==> config.mk <==
export PLATFORM = sky130hd
export DESIGN_NAME = intv_cart_loader
export DESIGN_NICKNAME = d
export VERILOG_FILES = /design/src/rtl/intv_cart_loader.sv
export SDC_FILE = /design/constraint.sdc
export NUM_CORES = 1
export LEC_CHECK = 0
export ABC_CLOCK_PERIOD_IN_PS = 6500
export BUFFER_PORTS_ARGS = -buffer_cell sky130_fd_sc_hd__buf_4
export CELL_PAD_IN_SITES_DETAIL_PLACEMENT = 0
export CELL_PAD_IN_SITES_GLOBAL_PLACEMENT = 2
export CORE_UTILIZATION = 38
export DETAILED_ROUTE_END_ITERATION = 10
export PLACE_DENSITY = 0.89
export REMOVE_ABC_BUFFERS = 1
export SLEW_MARGIN = 5
export SYNTH_ARGS = -nofsm -noshare
export SYNTH_HDL_FRONTEND = slang
export SYNTH_SLANG_ARGS = --single-unit
==> constraint.sdc <==
create_clock -name clksys -period 6.5 [get_ports clksys]
set_input_delay 0.325 -clock clksys [delete_from_list [all_inputs] [get_ports clksys]]
set_output_delay 0.325 -clock clksys [all_outputs]
set_load 0.005 [all_outputs]
==> src/rtl/intv_cart_loader.sv <==
// Intellivision cartridge loader: turns the HPS ioctl byte stream (.ROM container
// with per-segment CRC-16, or a raw .BIN/.INT image) into 16-bit memory word writes.
module intv_cart_loader #(
    parameter logic [15:0] RAW_BASE = 16'h5000,
    parameter logic [7:0]  ROM_IDX  = 8'h01
) (
    input  logic        clksys,
    input  logic        reset_n,
    input  logic        ioctl_download,
    input  logic [7:0]  ioctl_index,
    input  logic        ioctl_wr,
    input  logic [7:0]  ioctl_dout,
    output logic        ioctl_wait,
    output logic        mem_we,
    output logic [15:0] mem_addr,
    output logic [15:0] mem_data,
    input  logic        mem_ack,
    output logic        busy,
    output logic        done,
    output logic        fmt_err,
    output logic        crc_err,
    output logic [3:0]  dbg_state
);

    typedef enum logic [3:0] {
        S_IDLE, S_HDR0, S_HDR1, S_HDR2, S_SEG_S, S_SEG_E, S_DATA_H, S_DATA_L,
        S_WR, S_CRC_H, S_CRC_L, S_TAIL, S_RAW_H, S_RAW_L, S_ERR
    } state_t;

    state_t      state_q, state_d;
    logic        rom_q, rom_d;
    logic        dl_q, dl_d;
    logic        end_pend_q, end_pend_d;
    logic [7:0]  hi_q, hi_d;
    logic [7:0]  nseg_q, nseg_d;
    logic [15:0] end_q, end_d;
    logic [15:0] crc_q, crc_d;
    logic        wait_q, wait_d;
    logic        we_q, we_d;
    logic [15:0] addr_q, addr_d;
    logic [15:0] data_q, data_d;
    logic        busy_q, busy_d;
    logic        done_q, done_d;
    logic        fmt_q, fmt_d;
    logic        crc_err_q, crc_err_d;

    logic        dl_rise, dl_fall, byte_v;
    logic [7:0]  nseg_inv;
    logic [15:0] crc_next;
    logic        unused_idx;

    // CRC-16/CCITT, poly 0x1021, MSB first, one whole byte per call.
    function automatic logic [15:0] crc_byte(input logic [15:0] c, input logic [7:0] b);
        logic [15:0] r;
        r = c ^ {b, 8'h00};
        for (int i = 0; i < 8; i++) begin
            r = r[15] ? ({r[14:0], 1'b0} ^ 16'h1021) : {r[14:0], 1'b0};
        end
        return r;
    endfunction

    assign dl_rise    = ioctl_download & ~dl_q;
    assign dl_fall    = ~ioctl_download & dl_q;
    // A strobe arriving while we hold off the HPS is a protocol violation and is dropped.
    assign byte_v     = ioctl_wr & ~wait_q;
    assign nseg_inv   = ~nseg_q;
    assign crc_next   = crc_byte(crc_q, ioctl_dout);
    assign unused_idx = ^ioctl_index[7:6];

    assign ioctl_wait = wait_q;
    assign mem_we     = we_q;
    assign mem_addr   = addr_q;
    assign mem_data   = data_q;
    assign busy       = busy_q;
    assign done       = done_q;
    assign fmt_err    = fmt_q;
    assign crc_err    = crc_err_q;
    assign dbg_state  = state_q;

    always_ff @(posedge clksys) begin
        if (!reset_n) begin
            state_q    <= S_IDLE;
            rom_q      <= 1'b0;
            // Tracking the live level keeps a download held across reset from restarting a load.
            dl_q       <= ioctl_download;
            end_pend_q <= 1'b0;
            hi_q       <= 8'h00;
            nseg_q     <= 8'h00;
            end_q      <= 16'h0000;
            crc_q      <= 16'hFFFF;
            wait_q     <= 1'b0;
            we_q       <= 1'b0;
            addr_q     <= 16'h0000;
            data_q     <= 16'h0000;
            busy_q     <= 1'b0;
            done_q     <= 1'b0;
            fmt_q      <= 1'b0;
            crc_err_q  <= 1'b0;
        end else begin
            state_q    <= state_d;
            rom_q      <= rom_d;
            dl_q       <= dl_d;
            end_pend_q <= end_pend_d;
            hi_q       <= hi_d;
            nseg_q     <= nseg_d;
            end_q      <= end_d;
            crc_q      <= crc_d;
            wait_q     <= wait_d;
            we_q       <= we_d;
            addr_q     <= addr_d;
            data_q     <= data_d;
            busy_q     <= busy_d;
            done_q     <= done_d;
            fmt_q      <= fmt_d;
            crc_err_q  <= crc_err_d;
        end
    end

    // Memory handshake: mem_we/addr/data stay stable until a cycle with mem_ack high
    // (ack may coincide with the first mem_we cycle); ioctl_wait mirrors the pending write.
    always_comb begin
        state_d    = state_q;
        rom_d      = rom_q;
        dl_d       = ioctl_download;
        end_pend_d = end_pend_q;
        hi_d       = hi_q;
        nseg_d     = nseg_q;
        end_d      = end_q;
        crc_d      = crc_q;
        wait_d     = wait_q;
        we_d       = we_q;
        addr_d     = addr_q;
        data_d     = data_q;
        busy_d     = busy_q;
        done_d     = done_q;
        fmt_d      = fmt_q;
        crc_err_d  = crc_err_q;

        case (state_q)
            S_IDLE: begin
                if (dl_rise) begin
                    done_d    = 1'b0;
                    fmt_d     = 1'b0;
                    crc_err_d = 1'b0;
                    busy_d    = 1'b1;
                    rom_d     = (ioctl_index[5:0] == ROM_IDX[5:0]);
                    if (ioctl_index[5:0] == ROM_IDX[5:0]) begin
                        state_d = S_HDR0;
                    end else begin
                        state_d = S_RAW_H;
                        addr_d  = RAW_BASE;
                    end
                end else begin
                    busy_d = 1'b0;
                end
            end

            S_WR: begin
                if (dl_fall) end_pend_d = 1'b1;
                if (mem_ack) begin
                    we_d   = 1'b0;
                    wait_d = 1'b0;
                    addr_d = addr_q + 16'd1;
                    if (end_pend_q || dl_fall) begin
                        // Raw mode always holds an even byte count here; ROM mode is mid-segment.
                        state_d    = S_IDLE;
                        end_pend_d = 1'b0;
                        if (rom_q) begin
                            fmt_d  = 1'b1;
                            done_d = 1'b0;
                        end else begin
                            done_d = ~crc_err_q;
                        end
                    end else if (!rom_q) begin
                        state_d = S_RAW_H;
                    end else if (addr_q == end_q) begin
                        state_d = S_CRC_H;
                    end else begin
                        state_d = S_DATA_H;
                    end
                end
            end

            default: begin
                if (dl_fall) begin
                    state_d = S_IDLE;
                    if (state_q == S_TAIL || state_q == S_RAW_H) begin
                        done_d = ~crc_err_q;
                    end else begin
                        fmt_d  = 1'b1;
                        done_d = 1'b0;
                    end
                end else if (byte_v) begin
                    case (state_q)
                        S_HDR0: begin
                            if (ioctl_dout == 8'hA8) begin
                                state_d = S_HDR1;
                            end else begin
                                state_d = S_ERR;
                                fmt_d   = 1'b1;
                            end
                        end
                        S_HDR1: begin
                            nseg_d  = ioctl_dout;
                            state_d = S_HDR2;
                        end
                        S_HDR2: begin
                            if (ioctl_dout != nseg_inv) begin
                                state_d = S_ERR;
                                fmt_d   = 1'b1;
                            end else if (nseg_q == 8'h00) begin
                                state_d = S_TAIL;
                            end else begin
                                state_d = S_SEG_S;
                            end
                        end
                        S_SEG_S: begin
                            addr_d  = {ioctl_dout, 8'h00};
                            state_d = S_SEG_E;
                        end
                        S_SEG_E: begin
                            if (ioctl_dout < addr_q[15:8]) begin
                                state_d = S_ERR;
                                fmt_d   = 1'b1;
                            end else begin
                                end_d   = {ioctl_dout, 8'hFF};
                                crc_d   = 16'hFFFF;
                                state_d = S_DATA_H;
                            end
                        end
                        S_DATA_H: begin
                            hi_d    = ioctl_dout;
                            crc_d   = crc_next;
                            state_d = S_DATA_L;
                        end
                        S_DATA_L: begin
                            data_d  = {hi_q, ioctl_dout};
                            crc_d   = crc_next;
                            we_d    = 1'b1;
                            wait_d  = 1'b1;
                            state_d = S_WR;
                        end
                        S_CRC_H: begin
                            hi_d    = ioctl_dout;
                            state_d = S_CRC_L;
                        end
                        S_CRC_L: begin
                            if ({hi_q, ioctl_dout} != crc_q) crc_err_d = 1'b1;
                            nseg_d  = nseg_q - 8'd1;
                            state_d = (nseg_q == 8'd1) ? S_TAIL : S_SEG_S;
                        end
                        S_RAW_H: begin
                            hi_d    = ioctl_dout;
                            state_d = S_RAW_L;
                        end
                        S_RAW_L: begin
                            data_d  = {hi_q, ioctl_dout};
                            we_d    = 1'b1;
                            wait_d  = 1'b1;
                            state_d = S_WR;
                        end
                        default: ;
                    endcase
                end
            end
        endcase
    end

endmodule

Word-level counts from Yosys, hierarchy flattened --
Index checks and enable logic that the tools add are counted.
Operators by class: add/subtract/negate cells 2, $lt $le $gt $ge 1, equal/unequal tests 32, multiplexer cells 65, bitwise logic cells 22, reductions and logical operators 33
Operators with widths (count):
- two-way mux 16 bit | 7
- two-way mux 13 bit | 8
- one-hot mux 16 bit (2 select lines) | 2
- two-way mux 4 bit | 13
- one-hot mux 4 bit (10 select lines) | 1
- two-way mux 1 bit | 27
- == test 4 bit (second input constant) | 6
- inverter 3 bit | 8
- AND reduction 4 bit | 5
- adder 16 x 1 -> 16 bit (second input constant) | 1
- == test 16 bit | 1
- == test 4 x 3 -> 1 bit (second input constant) | 4
- != test 16 bit | 1
- one-hot mux 8 bit (2 select lines) | 1
- XOR 16 bit | 1
- != test 5 bit (second input constant) | 3
- AND reduction 5 bit | 3
- nonzero test 2 bit | 7
- nonzero test 13 bit | 1
- != test 2 bit (second input constant) | 6
- AND reduction 6 bit | 2
- AND reduction 10 bit | 1
- inverter 1 bit | 9
- nonzero test 3 bit | 3
- 24 further kinds | 34
Storage, ports and cells: flip-flop bits (word level) 92, bits of input ports 21, output and inout bits 42

Logic depth before layout (Yosys ltp) --
Gate-level depths: netlist of run 1.
depth in word-level cells 18, mapped depth 10, mapped depth without buffers 8

Worst setup path after synthesis of run 1 --
No wires, ideal clock.
path type register to register, start reg addr_q[11], in the netlist mem_addr[11], end reg end_q[10], setup time 0.129 ns, arrival 1.971 ns, data required time 6.371 ns, path slack 4.400 ns, cell stages (with the launch flop) 11, buffers on the path 2, period minus slack after synthesis 2.100 ns, cell sequence dfxtp_1 clkbuf_1 inv_1 ha_1 a211oi_1 o21ai_1 a211o_1 and4_1 buf_2 mux2i_1 nor2_1
On the way: longest elaborated chain between the ends 3
RTL lines:
- from (decl) | RTL line 40 | logic [15:0] addr_q, addr_d;
- from (signal assigned) | RTL line 110 | addr_q <= addr_d;
- less-than comparator 8 bit | RTL line 222 | if (ioctl_dout < addr_q[15:8]) begin
- inverter 1 bit (no source line)
- AND reduction 5 bit (no source line)
- to (signal assigned) | RTL line 106 | end_q <= end_d;
- to (decl) | RTL line 36 | logic [15:0] end_q, end_d;
Every way passes these cells. A chain may end at the register's enable or synchronous reset.

==> run metrics, run 1 <==
fin. max-slew vios 0; initial antenna violation count 0; Worst R2R End mem_data[9]; detailed placer's ending HPWL approximately 10 mm; hold slack ~0.12 ns; Die W roughly 120 µm; status complete, no violations; HP Class in -> reg; reg2reg path depth 5; minimum clock period between 2 and 3 ns; row count 41; Starting DRT DRC Count ~280; Slew @ Worst Pin 1.10 ns; DP Area roughly 5500 µm²; prevailing post-synth register cell dfxtp_1; CP required between 6 and 7 ns; Startpoint Class flip-flop; Final period util between 40% and 50%; VDD IR max about 0.12 mV; die area ~14000 µm²; area grow syn2layout 14.9%; WL final between 10 and 15 mm; Critical path destination mem_data[9]; TritonCTS Buffers 9; setup repair bufs after CTS 0; PortBufs 60; crit path kind reg -> reg; overall global routing resource usage between 20 and 25%; crit path launch mem_we; FFs w/ async S/R, synth 0%; fmax between 0.3 and 0.4 GHz; Slew headroom between 20% and 30%; Final Hold Viols 0; arrival time worst endpoint 3.09 ns; Max Cap Viol 0; TNS Setup 0 ns; worst skew pair latency 0.35 ns; hold_buf cts 0; pin count of the biggest net entering global routing 33; Yosys reg bits 85; vias in the first global route roughly 4400; Core Area about 13000 µm²; Final Cell Area 5780 µm²; IO Pins between 60 and 70; Final nets 676; endpoints failing setup 0; residual antenna-violating net count after detailed routing 0; Critical Path Fanout Max 19; gpl congestion around 0.87; First-pass DRT Iterations 4; crit end category flip-flop; Post-Syn Area 5030 µm²; via count 4527; Synth cell types a little under 70; reg-to-reg startpoint mem_we; placed insts ~810; Chip Height ~120 µm; register area share after synthesis about a third; most frequent cells in the layout dfxtp_1, nor2_1, buf_4, nand2_1, xor2_1; first-pass GRT wire length 22.9 mm; diodes inserted 0; most common cell after layout, fill and taps aside dfxtp_1; drt wl/cell ~18 µm; FF-to-FF setup slack about 3.6 ns; Non-Filler Instances just over 800; Synth Instances 610; # DRC 0; Setup Skew 0.00849 ns; Post-synth EDFFs 0; H-tree lvl count 3; Clock Sinks 85; TritonCTS clock tree done; syn avg cell area slightly above 8 µm²; P_leak ~2.1 nW; initial core utilization 39.4%; Clock Pin Slew Worst Setup and Hold Paths 0.06 ns; clk buf depth 2; root buffer cell clkbuf_16; post_cts resized 0; grt ovf 0; Avg Vias per Cell approximately 5.5; RSZ-0062 raised after global routing no; P per Cell Area 330 nW/µm²; layout cells sized above 1 15.6%; Yosys Warn Count 0
==> synth_stat cells, drive strengths merged (5+ instances only) <==
cell type / n / area (µm²)
dfxtp: 85 / 1700
nor2: 73 / 279
nand2: 57 / 214
o21ai: 40 / 200
xor2: 39 / 342
a21oi: 34 / 174
mux2i: 31 / 310
buf: 27 / 170
xnor2: 23 / 201
nand3: 18 / 95.1
nor3: 18 / 105
clkbuf: 15 / 56.3
inv: 14 / 52.6
nand4: 12 / 75.1
ha: 11 / 138
nor4: 10 / 81.3
o22ai: 10 / 62.6
a211oi: 9 / 67.6
a221oi: 7 / 61.3
a31oi: 6 / 37.5
nand2b: 6 / 37.5
nor2b: 5 / 31.3
or2: 5 / 31.3
or4: 5 / 37.5
==> per-stage QoR <==
step           setup slack [ns]  total power (W)  utilization [%]
6_report                   3.65          0.00191             45.2
5_1_grt                    3.43          0.00203             45.2
4_1_cts                    3.65          0.00191             45.2
3_5_place_dp               3.71          0.00143             43.1
3_3_place_gp               3.69          0.00143             43.1
2_1_floorplan              4.22          0.00117                -
==> worst min path at each step <==
stage	slack [ns]	cells past startpoint	end	start
floorplan	0.35	0	dl_q	ioctl_download
global placement	0.45	2	busy	busy
detailed placement	0.45	2	busy	busy
CTS	0.10	1	dl_q	ioctl_download
global route	0.11	1	dl_q	ioctl_download
finish	0.12	1	dl_q	ioctl_download
==> where the power goes <==
| group | leakage, nW | total [W] | internal [W] | switching [W] |
|---|---|---|---|---|
| logic | 1.28 | 0.000784 | 0.000299 | 0.000486 |
| registers | 0.689 | 0.000646 | 0.000572 | 0.0000745 |
| clock network | 0.127 | 0.000475 | 0.000256 | 0.000219 |
==> flip-flops by register name (all words and copies together) (netlist names) <==
register	count
crc_q	16
mem_addr	16
mem_data	16
end_q	9
hi_q	8
nseg_q	8
dbg_state	4
busy	1
crc_err	1
dl_q	1
done	1
end_pend_q	1
fmt_err	1
mem_we	1
rom_q	1
==> kinds of logic (layout without fill, tap and decap cells) <==
group,Yosys count,count (layout),share of synthesized area (%)
and+or+nand+nor,225,225,22.2
AOI/OAI and AO/OA,139,139,18.6
DFF,85,85,33.8
xor gates and xnor gates,62,62,10.8
muxes,31,31,6.17
buffers and inverters,57,96,5.62
adders and majority gates,11,11,2.74
==> final cells by class <==
class	count	area [µm²]
clock buffers	9	225
clock inverters	7	42.5
fillers	1289	7000
inverters	15	56.3
multi-input cells	468	3050
flip-flops and latches	85	1700
well taps	172	215
repair buffers	65	488
==> critical path, cell delays in order, from the launching register on <==
cell	delay (ns)
dfxtp_1	0.36
nand2b_1	0.29
nor2_1	0.69
and4_1	1.05
mux2i_1	0.28
nor2_1	0.06
==> layer usage <==
layer / vias up / track usage (%) / wire, µm
li1: 2249 / - / -
met1: 2109 / 28.3 / 6690
met2: 145 / 36.9 / 6660
met3: 24 / 4.33 / 710
met4: 0 / 9.28 / 320
met5: - / 0 / 0
No activity file was read; power rests on OpenSTA's default activity.
==> inputs of run 2 (changes only) <==
ABC_CLOCK_PERIOD_IN_PS = 2550   (was 6500)
CORE_UTILIZATION = 31   (was 38)
PLACE_DENSITY = 0.78   (was 0.89)
clock period = 2.55 ns   (was 6.5 ns; I/O delays follow)
==> run 2 against run 1 <==
Against the previous run: register-to-register slack got worse by 3.5 ns; hold slack better by 0.0042 ns; clock-buffer cell count up 1; critical path type unchanged; maximum frequency rose by 20%; clock skew is 0.00068 ns lower; largest cell class unchanged.
==> run metrics, run 2 (synthesized netlist as in run 1, its figures left out) <==
status complete, no violations; pin count of the biggest net entering global routing 61 (+85%); H-tree lvl count 3 (unchanged); # DRC 0 (unchanged); TritonCTS clock tree done; area grow syn2layout 19.9%; row count 46 (+12%); first-pass GRT wire length 25.1 mm (+9.6%); worst skew pair latency 0.35 ns (about the same); vias in the first global route 4492 (+2.6%); Die W 129 µm (+11%); fillers 1689 (+31%); root buffer cell clkbuf_16; TritonCTS Buffers 9 (unchanged); detailed placer's ending HPWL 11.2 mm (+12%); die area 16700 µm² (+22%); via count 4703 (+3.9%); overall global routing resource usage 19.7% (-2.5 points); most frequent cells in the layout dfxtp_1, buf_4, nor2_1, nand2_1, xor2_1; Slew @ Worst Pin 0.702 ns (-0.396 ns); PortBufs 60 (unchanged); layout cells sized above 1 18.0% (+2.4 points); diodes inserted 0 (unchanged); Final period util 93.5% (+50 points); initial core utilization 31.7% (-7.7 points); grt ovf 0 (unchanged); setup repair bufs after CTS 0 (unchanged); First-pass DRT Iterations 4 (unchanged); Final nets 696 (+3.0%); Core Util, Final 37.9% (-7.3 points); drt wl/cell 17.9 µm (+2.1%); VDD IR max 0.376 mV (+220%); Setup Skew 0.00781 ns (-0.000675 ns); Slew headroom 53.2% (+26 points); Pwr Total 0.00516 W (+170%); arrival time worst endpoint 2.59 ns (-0.50 ns); most common cell after layout, fill and taps aside dfxtp_1; Startpoint Class flip-flop; P_leak 2.22 nW (+5.7%); Starting DRT DRC Count 227 (-18%); crit path kind reg -> reg; WL final 15.8 mm (+9.9%); multi-input logic area 3050 µm² (about the same); Avg Vias per Cell 5.32 (-3.5%); Clock Sinks 85 (unchanged); RSZ-0062 raised after global routing no; initial antenna violation count 0 (unchanged); residual antenna-violating net count after detailed routing 0 (unchanged); Final Cell Area 6030 µm² (+4.3%); fin. max-slew vios 0 (unchanged); clk buf depth 2 (unchanged); gpl congestion 0.854 (-1.7%); HP Class in -> reg; CP required 2.76 ns (-3.97 ns); P per Cell Area 856 nW/µm² (+160%); Critical Path Fanout Max 9 (-10); FF-to-FF setup slack 0.17 ns (-3.48 ns); TNS Setup 0 ns (unchanged); hold slack 0.121 ns (+0.00417 ns); Max Cap Viol 0 (unchanged); Clock Pin Slew Worst Setup and Hold Paths 0.06 ns (about the same); endpoints failing setup 0 (unchanged); Chip Height 129 µm (+11%); minimum clock period 2.38 ns (-0.466 ns); fmax 0.419 GHz (+20%); Core Area 15900 µm² (+24%); Register Area 1700 µm² (unchanged); crit end category flip-flop; DP Area 5720 µm² (+3.8%); IO Pins 63 (unchanged); Final Hold Viols 0 (unchanged)
-- run 2: cell types whose count changed in the layout (fill, tap and decap cells not counted), sizes merged --
cell	before	now
inv	14	15
clkinvlp	3	1
bufinv	0	1
dlygate4sd3	0	1
clkbuf	9	10
buf	65	84
clkinv	5	3
-- run 2: area by class of cell --
type                    instances  area share [%]
flip-flops and latches         85            28.2
clock inverters                 5           0.996
multi-input cells             468            50.6
clock buffers                  10            3.96
repair buffers                 85            10.8
inverters                      15           0.934
well taps                     216            4.48
-- run 2: worst max-delay path: stages, from the launching register on --
cell and delay [ns]:
dfxtp_1 0.49, inv_1 0.08, ha_1 0.29, a211oi_1 0.25, o21ai_1 0.15, a211o_1 0.37, and4_2 0.36, mux2i_1 0.20
nor2_1 0.05
-- run 2: metrics by stage --
step,setup slack [ns],instances
after floorplan,0.269,568
after CTS,0.120,884
after detailed placement,0.132,868
final,0.165,884
after global placement,0.172,868
after global routing,0.0475,884
-- run 2: repair_timing --
item | CTS | global route
endpoints found under the setup margin | 0 | 22
hold buffers | 1 | 0
hold endpoints to repair | 1 | 0
gates resized for setup | 0 | 2
-- run 2: routing by layer --
metal	vias to the layer above	global-route usage [%]	routed length, µm
met5	-	0	0
met4	0	7.96	373
met3	20	2.89	646
met2	120	31.7	7270
met1	2273	26.5	7510
li1	2290	-	-
-- run 2: final timing paths --
kind,depth (start not counted),startpoint,endpoint
setup / recovery,8,mem_addr[10],end_q[13]
hold / removal,3,mem_ack,mem_addr[3]
setup reg to reg,8,mem_addr[10],end_q[13]
hold reg to reg,2,busy,busy
-- run 2: power breakdown --
part	switching, W	total (W)	internal, W
sequential	0.000186	0.00164	0.00146
clock	0.000554	0.00134	0.000783
combinational	0.00133	0.00218	0.000849
==> inputs of run 3 (changes only) <==
CORE_ASPECT_RATIO = 0.75   (was default)
PLACE_DENSITY = default   (was 0.78)
PLACE_DENSITY_LB_ADDON = 0.1   (was default)
==> run 3 against run 2 <==
Against the previous run: first-iteration DRC count grew 69%; non-clock buffer count grew 8; clock power is essentially flat; global-route usage grew 0.23 points; die area is essentially flat; power grew 1.5%; critical endpoint is now crc_q[11]; largest power group unchanged.
==> run metrics, run 3 (synthesized netlist as in run 1, its figures left out) <==
Critical Path Fanout Max 15 (+6); crit path launch mem_addr[13]; TNS Setup 0 ns (unchanged); reg-to-reg startpoint mem_addr[13]; HP Class in -> reg; initial core utilization 32.4% (+0.75 points); pin count of the biggest net entering global routing 52 (-15%); buffer and inverter count on the worst path 2 (+1); clk buf depth 2 (unchanged); Final period util 90.9% (-2.6 points); residual antenna-violating net count after detailed routing 0 (unchanged); PortBufs 60 (unchanged); Core Util, Final 39.3% (+1.3 points); row count 39 (-15%); Slew headroom 59.7% (+6.5 points); die area 16700 µm² (about the same); gpl congestion 0.853 (-0.11%); layout cells sized above 1 18.8% (+0.80 points); WL final 16.3 mm (+3.0%); crit end category flip-flop; Startpoint Class flip-flop; H-tree lvl count 3 (unchanged); drt wl/cell 18.4 µm (+3.2%); worst skew pair latency 0.35 ns (about the same); Clock Pin Slew Worst Setup and Hold Paths 0.07 ns (about the same); fmax 0.431 GHz (+2.9%); via count 4718 (+0.32%); initial antenna violation count 1 (+1); detailed placer's ending HPWL 11.5 mm (+2.6%); TritonCTS Buffers 9 (unchanged); Die W 149 µm (+15%); P per Cell Area 860 nW/µm² (+0.44%); Max Cap Viol 0 (unchanged); Final nets 704 (+1.1%); crit path kind reg -> reg; TritonCTS clock tree done; Largest stage delay, worst path 0.43 ns (-0.06 ns); IO Pins 63 (unchanged); Setup Skew 0.0104 ns (+0.00259 ns); dpl ws 0.280 ns (+0.148 ns); vias in the first global route 4341 (-3.4%); overall global routing resource usage 20.0% (+0.23 points); First-pass DRT Iterations 5 (+1); P_leak 2.26 nW (+2.1%); hold path startpoint mem_ack; fin. max-slew vios 0 (unchanged); minimum clock period 2.32 ns (-0.0665 ns); CP max-delay cell dfxtp_1; endpoints failing setup 0 (unchanged); Critical Path Most Common Cell o21ai_0; top cell family by delay on the critical path compound AO/OA/AOI/OAI gates; setup ws final 0.232 ns (+0.0665 ns); root buffer cell clkbuf_16; setup repair bufs after CTS 0 (unchanged); crit-path cells inv_1 > ha_1 > a211oi_1 > o21ai_0 > a21oi_1 > nor2_1 > buf_4 > o21ai_0 > nand2_1; grt ovf 0 (unchanged); Starting DRT DRC Count 384 (+69%); Final Hold Viols 0 (unchanged); diodes inserted 0 (unchanged); area grow syn2layout 21.1%; first-pass GRT wire length 25.5 mm (+1.3%); post_cts resized 0 (unchanged); # DRC 0 (unchanged); Clock Sinks 85 (unchanged); RSZ-0062 raised after global routing no; Chip Height 112 µm (-13%); CP required 2.78 ns (+0.02 ns); Avg Vias per Cell 5.35 (+0.55%); most frequent cells in the layout buf_4, dfxtp_1, nor2_1, nand2_1, xor2_1; hold_buf cts 1 (unchanged); Core Area 15500 µm² (-2.3%); arrival time worst endpoint 2.55 ns (-0.04 ns); status complete, no violations; Slew @ Worst Pin 0.602 ns (-0.0998 ns); VDD IR max 0.334 mV (-11%); most common cell after layout, fill and taps aside buf_4
run 3: cell count changes in the layout (fill, tap and decap cells not counted), moves of 2 or more:
| cell | previous run | this run |
|---|---|---|
| buf_4 | 83 | 90 |
| clkinv_4 | 1 | 3 |
| clkinv_8 | 0 | 2 |
| inv_8 | 0 | 2 |
run 3: area by class of cell:
type | instances | area [µm²]
Timing Repair Buffer | 93 | 726
Fill cell | 1647 | 9430
Tap cell | 205 | 256
Multi-Input combinational cell | 468 | 3040
Clock inverter | 7 | 81.3
Sequential cell | 85 | 1700
Clock buffer | 9 | 225
Inverter | 15 | 56.3
run 3: power breakdown:
| part | internal (W) | leakage, nW | switching (W) | total [W] |
|---|---|---|---|---|
| combinational | 0.000896 | 1.42 | 0.00138 | 0.00227 |
| clock | 0.000697 | 0.149 | 0.000654 | 0.00135 |
| sequential | 0.00146 | 0.689 | 0.000157 | 0.00161 |
| total | 0.00305 | 2.26 | 0.00219 | 0.00524 |
run 3: worst paths after layout:
check | to | slack, ns | cells past startpoint
min reg2reg | busy | 0.47 | 2
max | crc_q[11] | 0.23 | 9
max reg2reg | crc_q[11] | 0.23 | 9
min | mem_addr[3] | 0.11 | 3
run 3: routing by layer:
layer	vias up	global-route usage [%]	wire length (µm)
li1	2314	-	-
met1	2268	30.3	8530
met2	122	28.5	6810
met3	14	3.74	762
met4	0	4.97	167
met5	-	0	0
run 3: worst reg2reg max path, cell delays in order, from the launching register on:
cell	delay, ns
dfxtp_1	0.43
inv_1	0.14
ha_1	0.32
a211oi_1	0.26
o21ai_0	0.14
a21oi_1	0.34
nor2_1	0.10
buf_4	0.21
o21ai_0	0.20
nand2_1	0.07
run 3: through the flow:
step,hold WS (ns),cells,total power (W),area (µm²)
5_1_grt,0.116,882,0.00556,6090
4_1_cts,0.101,882,0.00526,6090
3_5_place_dp,0.266,865,0.00389,5770
3_3_place_gp,0.266,865,0.00390,5770
2_1_floorplan,0.155,568,0.00298,4800
6_report,0.114,882,0.00524,6090
